==> src/rtl/uart_tx_fsm.sv <==
// uart_tx_fsm: serial transmitter for the system link.
// Frame: start bit, DATA_WIDTH data bits LSB first, optional parity, one stop bit.
// The bit period is presc_l clk cycles; the prescale value is captured when a byte is accepted.
//
// state  | meaning
// -------+----------------------------------------------------------
// IDLE   | line high, waiting for Data_Valid
// START  | driving the start bit (low) for one bit period
// DATA   | shifting data bits out LSB first, bit_cnt selects the bit
// PARITY | driving the latched parity bit (only when PAR_EN was set)
// STOP   | driving the stop bit (high); busy drops at its end
module uart_tx_fsm #(
    parameter int DATA_WIDTH  = 8,
    parameter int PRESC_WIDTH = 5
) (
    input  logic                   clk,
    input  logic                   RST,
    input  logic [DATA_WIDTH-1:0]  P_DATA,
    input  logic                   Data_Valid,
    input  logic                   PAR_EN,
    input  logic                   PAR_TYP,
    input  logic [PRESC_WIDTH-1:0] prescale,
    output logic                   TX_OUT,
    output logic                   busy
);

    localparam int BIT_CNT_W = (DATA_WIDTH > 1) ? $clog2(DATA_WIDTH) : 1;
    localparam logic [BIT_CNT_W-1:0]   LAST_BIT = BIT_CNT_W'(DATA_WIDTH - 1);
    localparam logic [PRESC_WIDTH-1:0] PRESC_ONE = PRESC_WIDTH'(1);

    typedef enum logic [2:0] {
        IDLE   = 3'd0,
        START  = 3'd1,
        DATA   = 3'd2,
        PARITY = 3'd3,
        STOP   = 3'd4
    } state_t;

    state_t                 state;
    logic [PRESC_WIDTH-1:0] presc_l;
    logic [PRESC_WIDTH-1:0] bit_tmr;
    logic [BIT_CNT_W-1:0]   bit_cnt;
    logic [DATA_WIDTH-1:0]  shift_reg;
    logic                   par_en_l;
    logic                   par_l;
    logic [PRESC_WIDTH-1:0] presc_in;
    logic                   bit_end;

    // A prescale of zero would give a zero-length bit, so it is promoted to one.
    assign presc_in = (prescale == '0) ? PRESC_ONE : prescale;

    // The bit timer counts down from presc_l-1; reaching zero marks the last cycle of a bit.
    assign bit_end = (bit_tmr == '0);

    // Frame sequencer: state, bit timer, bit counter, shift register and registered line outputs.
    always_ff @(posedge clk or negedge RST) begin
        if (!RST) begin
            state     <= IDLE;
            presc_l   <= PRESC_ONE;
            bit_tmr   <= '0;
            bit_cnt   <= '0;
            shift_reg <= '0;
            par_en_l  <= 1'b0;
            par_l     <= 1'b0;
            TX_OUT    <= 1'b1;
            busy      <= 1'b0;
        end else begin
            // Every bit in a frame lasts presc_l cycles; the timer reloads at each bit end.
            if (state != IDLE) begin
                bit_tmr <= bit_end ? (presc_l - PRESC_ONE) : (bit_tmr - PRESC_ONE);
            end

            case (state)
                IDLE: begin
                    TX_OUT  <= 1'b1;
                    busy    <= 1'b0;
                    bit_tmr <= '0;
                    bit_cnt <= '0;
                    if (Data_Valid) begin
                        shift_reg <= P_DATA;
                        par_en_l  <= PAR_EN;
                        par_l     <= PAR_TYP ? ~^P_DATA : ^P_DATA;
                        presc_l   <= presc_in;
                        bit_tmr   <= presc_in - PRESC_ONE;
                        state     <= START;
                        TX_OUT    <= 1'b0;
                        busy      <= 1'b1;
                    end
                end

                START: begin
                    if (bit_end) begin
                        state     <= DATA;
                        bit_cnt   <= '0;
                        TX_OUT    <= shift_reg[0];
                        shift_reg <= shift_reg >> 1;
                    end
                end

                DATA: begin
                    if (bit_end) begin
                        if (bit_cnt == LAST_BIT) begin
                            if (par_en_l) begin
                                state  <= PARITY;
                                TX_OUT <= par_l;
                            end else begin
                                state  <= STOP;
                                TX_OUT <= 1'b1;
                            end
                        end else begin
                            bit_cnt   <= bit_cnt + 1'b1;
                            TX_OUT    <= shift_reg[0];
                            shift_reg <= shift_reg >> 1;
                        end
                    end
                end

                PARITY: begin
                    if (bit_end) begin
                        state  <= STOP;
                        TX_OUT <= 1'b1;
                    end
                end

                STOP: begin
                    if (bit_end) begin
                        state  <= IDLE;
                        TX_OUT <= 1'b1;
                        busy   <= 1'b0;
                    end
                end

                default: begin
                    // Unused encodings recover straight to an idle line.
                    state   <= IDLE;
                    bit_tmr <= '0;
                    bit_cnt <= '0;
                    TX_OUT  <= 1'b1;
                    busy    <= 1'b0;
                end
            endcase
        end
    end

endmodule

==> config.mk <==
export PLATFORM = sky130hd
export DESIGN_NAME = uart_tx_fsm
export DESIGN_NICKNAME = d
export VERILOG_FILES = /design/src/rtl/uart_tx_fsm.sv
export SDC_FILE = /design/constraint.sdc
export NUM_CORES = 1
export LEC_CHECK = 0
export CAP_MARGIN = 30
export CORE_UTILIZATION = 55
export DETAILED_ROUTE_END_ITERATION = 10
export PLACE_DENSITY = 0.82
export SYNTH_ARGS = -nofsm -noshare
export SYNTH_HDL_FRONTEND = slang
export SYNTH_SLANG_ARGS = --single-unit
export TNS_END_PERCENT = 100
==> constraint.sdc <==
create_clock -name clk -period 2.19 [get_ports clk]
set_input_delay 0.438 -clock clk [delete_from_list [all_inputs] [get_ports clk]]
set_output_delay 0.438 -clock clk [all_outputs]
set_load 0.005 [all_outputs]
==> qor.csv <==
metric,value,unit
outcome,"complete, no violations",
ant_nets,0,
rsz0062_at_grt,false,
die_x,56.11,µm
fp.dieArea,3148,µm²
slew-limit-headroom,71.07,%
required,2.43,ns
slew_viol_final,0,
place_congestion,0.8618,
worst_pin_slew,0.4308,ns
clk_path_buf_depth,2,
rows,19,
synth_warnings,0,
final.setup.tns,0,ns
yosysSeqAreaShare,43.67,%
path_clk_slew,0.15,ns
io_buffers,19,
cellLeakagePower,0.0008225,µW
cap_violations,0,
grt_max_degree,29,
syn2layout_area_growth,18.88,%
dr.pass1.iters,4,
cts.sinks,28,
cts_resized,0,
synthCells,166,
vias,1312,
wl_per_cell,14.99,µm
grt_pass1_vias,1327,
antenna_found_initial,0,
ys_ff_latch,28,
path_class,register to register,
fillers,216,
postCtsHoldBufs,0,
syn_area_per_cell,9.701,µm²
syn-num-nets,188,
period_minus_slack,2.045,ns
drt_iter0_drc,46,
ys_types,39,
arrival,2.29,ns
start_util,58.39,%
final_util,69.42,%
crit_fanout,8,
vias_per_cell,5.964,
drc,0,
syn-cell-area,1610,µm²
grt_usage,23.93,%
io_pins,20,
cts_setup_buffers,0,
clkLatencyLatePin,0.34,ns
hold_viol_final,0,
timing.fmax,0.4889,GHz
end_kind,register,
antennaDiodeCount,0,
core_area,2758,µm²
min_path_type,input pin to asynchronous set/reset pin,
gr-total-overflow,0,
layout-drive-gt1-share,16.93,%
htreeDepth,1,
place_hpwl,2.591,mm
critPathLaunchType,register,
setup_viol_count_final,0,
grt_pass1_wl,5.851,mm
root_buffer,clkbuf_4,
largest_reg_flops,8,
nets,212,
die_y,56.11,µm
cts_tree,yes,
totalWireLength,3.297,mm
ir_drop,0.001178,V
fin_worst_skew,0.003714,ns
fin_crit_sh,93.39,%
power.density,1337,nW/µm²
numCtsBuffers,3,
==> cells by family after synthesis <==
family                   count (synthesis)  share of synthesized area, %
multiplexers                            16                         11.03
XOR/XNOR                                14                         7.615
adder cells (fa/ha/maj)                  4                         3.108
AND/OR/NAND/NOR                         53                         16.40
buffers and inverters                   14                         3.496
AO/OA/AOI/OAI                           37                         14.69
flip-flops                              28                         43.67
==> area by class of cell <==
type	count	area, µm²	share of cell area [%]
timing repair buffer	26	242.7	12.68
multi-input combinational	124	850.8	44.44
clock buffer	3	22.52	1.176
sequential	28	703.2	36.73
inverter	7	26.28	1.373
tap	31	38.79	2.026
clock inverter	1	30.03	1.569
==> per-stage QoR <==
stage / hold slack, ns / worst slack (ns) / instance area (µm²) / std cells / total power (µW)
final: 0.4405 / 0.1447 / 1914 / 220 / 2560
after global placement: 0.4689 / 0.1702 / 1862 / 216 / 2150
after floorplan: 0.1424 / 0.2984 / 1610 / 166 / 1864
after detailed placement: 0.4722 / 0.07297 / 1862 / 216 / 2220
after global routing: 0.4793 / 0.04391 / 1914 / 220 / 2748
after CTS: 0.4477 / 0.1457 / 1914 / 220 / 2566
==> layout by cell type (no fill, tap or decap), types with 2 or more instances in the layout <==
| master | count |
|---|---|
| xor2_1 | 3 |
| a22o_1 | 2 |
| dfstp_2 | 2 |
| mux2i_1 | 2 |
| inv_1 | 7 |
| nor3_1 | 4 |
| ha_1 | 4 |
| clkbuf_4 | 3 |
| xnor2_1 | 11 |
| nand2b_1 | 2 |
| o22ai_1 | 3 |
| nor2_1 | 8 |
| clkdlybuf4s50_1 | 19 |
| and2_1 | 2 |
| nand3_1 | 6 |
| o21ai_0 | 12 |
| dfrtp_1 | 26 |
| mux2_2 | 14 |
| buf_4 | 7 |
| nand2_1 | 21 |
| o31ai_1 | 2 |
| a21oi_1 | 9 |
| a21o_1 | 2 |
==> layer usage <==
layer  part of all wire (%)  vias to the layer above  global-route usage, %  wire length (µm)
li1                       -                      627                      -                 -
met1                     43                      640                  30.02              1408
met2                     52                       41                  42.18              1702
met3                    4.8                        4                  5.349               158
met4                   0.85                        0                  5.226                28
met5                      0                        -                      0                 0
==> final timing paths <==
path	from	endpoint	slack (ns)	cells after the start
max	bit_cnt[0]$_DFFE_PN0P_	shift_reg[0]$_DFFE_PN0P_	0.14	5
max reg2reg	bit_cnt[0]$_DFFE_PN0P_	shift_reg[0]$_DFFE_PN0P_	0.14	5
min reg2reg	par_l$_DFFE_PN0P_	par_l$_DFFE_PN0P_	0.51	2
max in group asynchronous	RST	TX_OUT$_DFFE_PN1P_	1.44	2
min in group clk	par_l$_DFFE_PN0P_	par_l$_DFFE_PN0P_	0.51	2
min	RST	bit_tmr[0]$_DFFE_PN0P_	0.44	2
==> power by group <==
| part | internal [µW] | total (µW) | leakage [µW] | switching, µW |
|---|---|---|---|---|
| clock network | 185 | 346 | 0.0000279 | 160 |
| logic | 626 | 1270 | 0.000447 | 649 |
| registers | 758 | 939 | 0.000347 | 182 |
| total | 1570 | 2560 | 0.000822 | 991 |
==> cell usage after synthesis (all sizes together) <==
master,instances,area (µm²)
dfrtp,26,650.6
nand2,22,85.09
mux2,14,157.7
o21ai,12,60.06
xnor2,11,96.34
a21oi,10,61.31
nor2,8,30.03
inv,7,26.28
nand3,6,30.03
nor3,5,36.29
clkbuf,4,15.01
ha,4,50.05
and2,3,20.02
buf,3,15.01
o22ai,3,18.77
xor2,3,26.28
a21o,2,15.01
a22o,2,17.52
dfstp,2,52.55
mux2i,2,20.02
nand2b,2,12.51
o31ai,2,15.01
or3,2,17.52
a22oi,1,7.510
a31oi,1,6.260
a32o,1,10.01
and3,1,6.260
nand4,1,6.260
nor2b,1,6.260
nor3b,1,7.510
nor4,1,6.260
o21a,1,7.510
o311ai,1,8.760
o32ai,1,8.760
==> worst max-delay path: stages, from the launching register on <==
cell     delay [ns]
dfrtp_1        0.42
ha_1           0.21
ha_1           0.23
or3_4          0.42
a21oi_4        0.29
mux2_2         0.38
(Power assumes the default switching activity.)
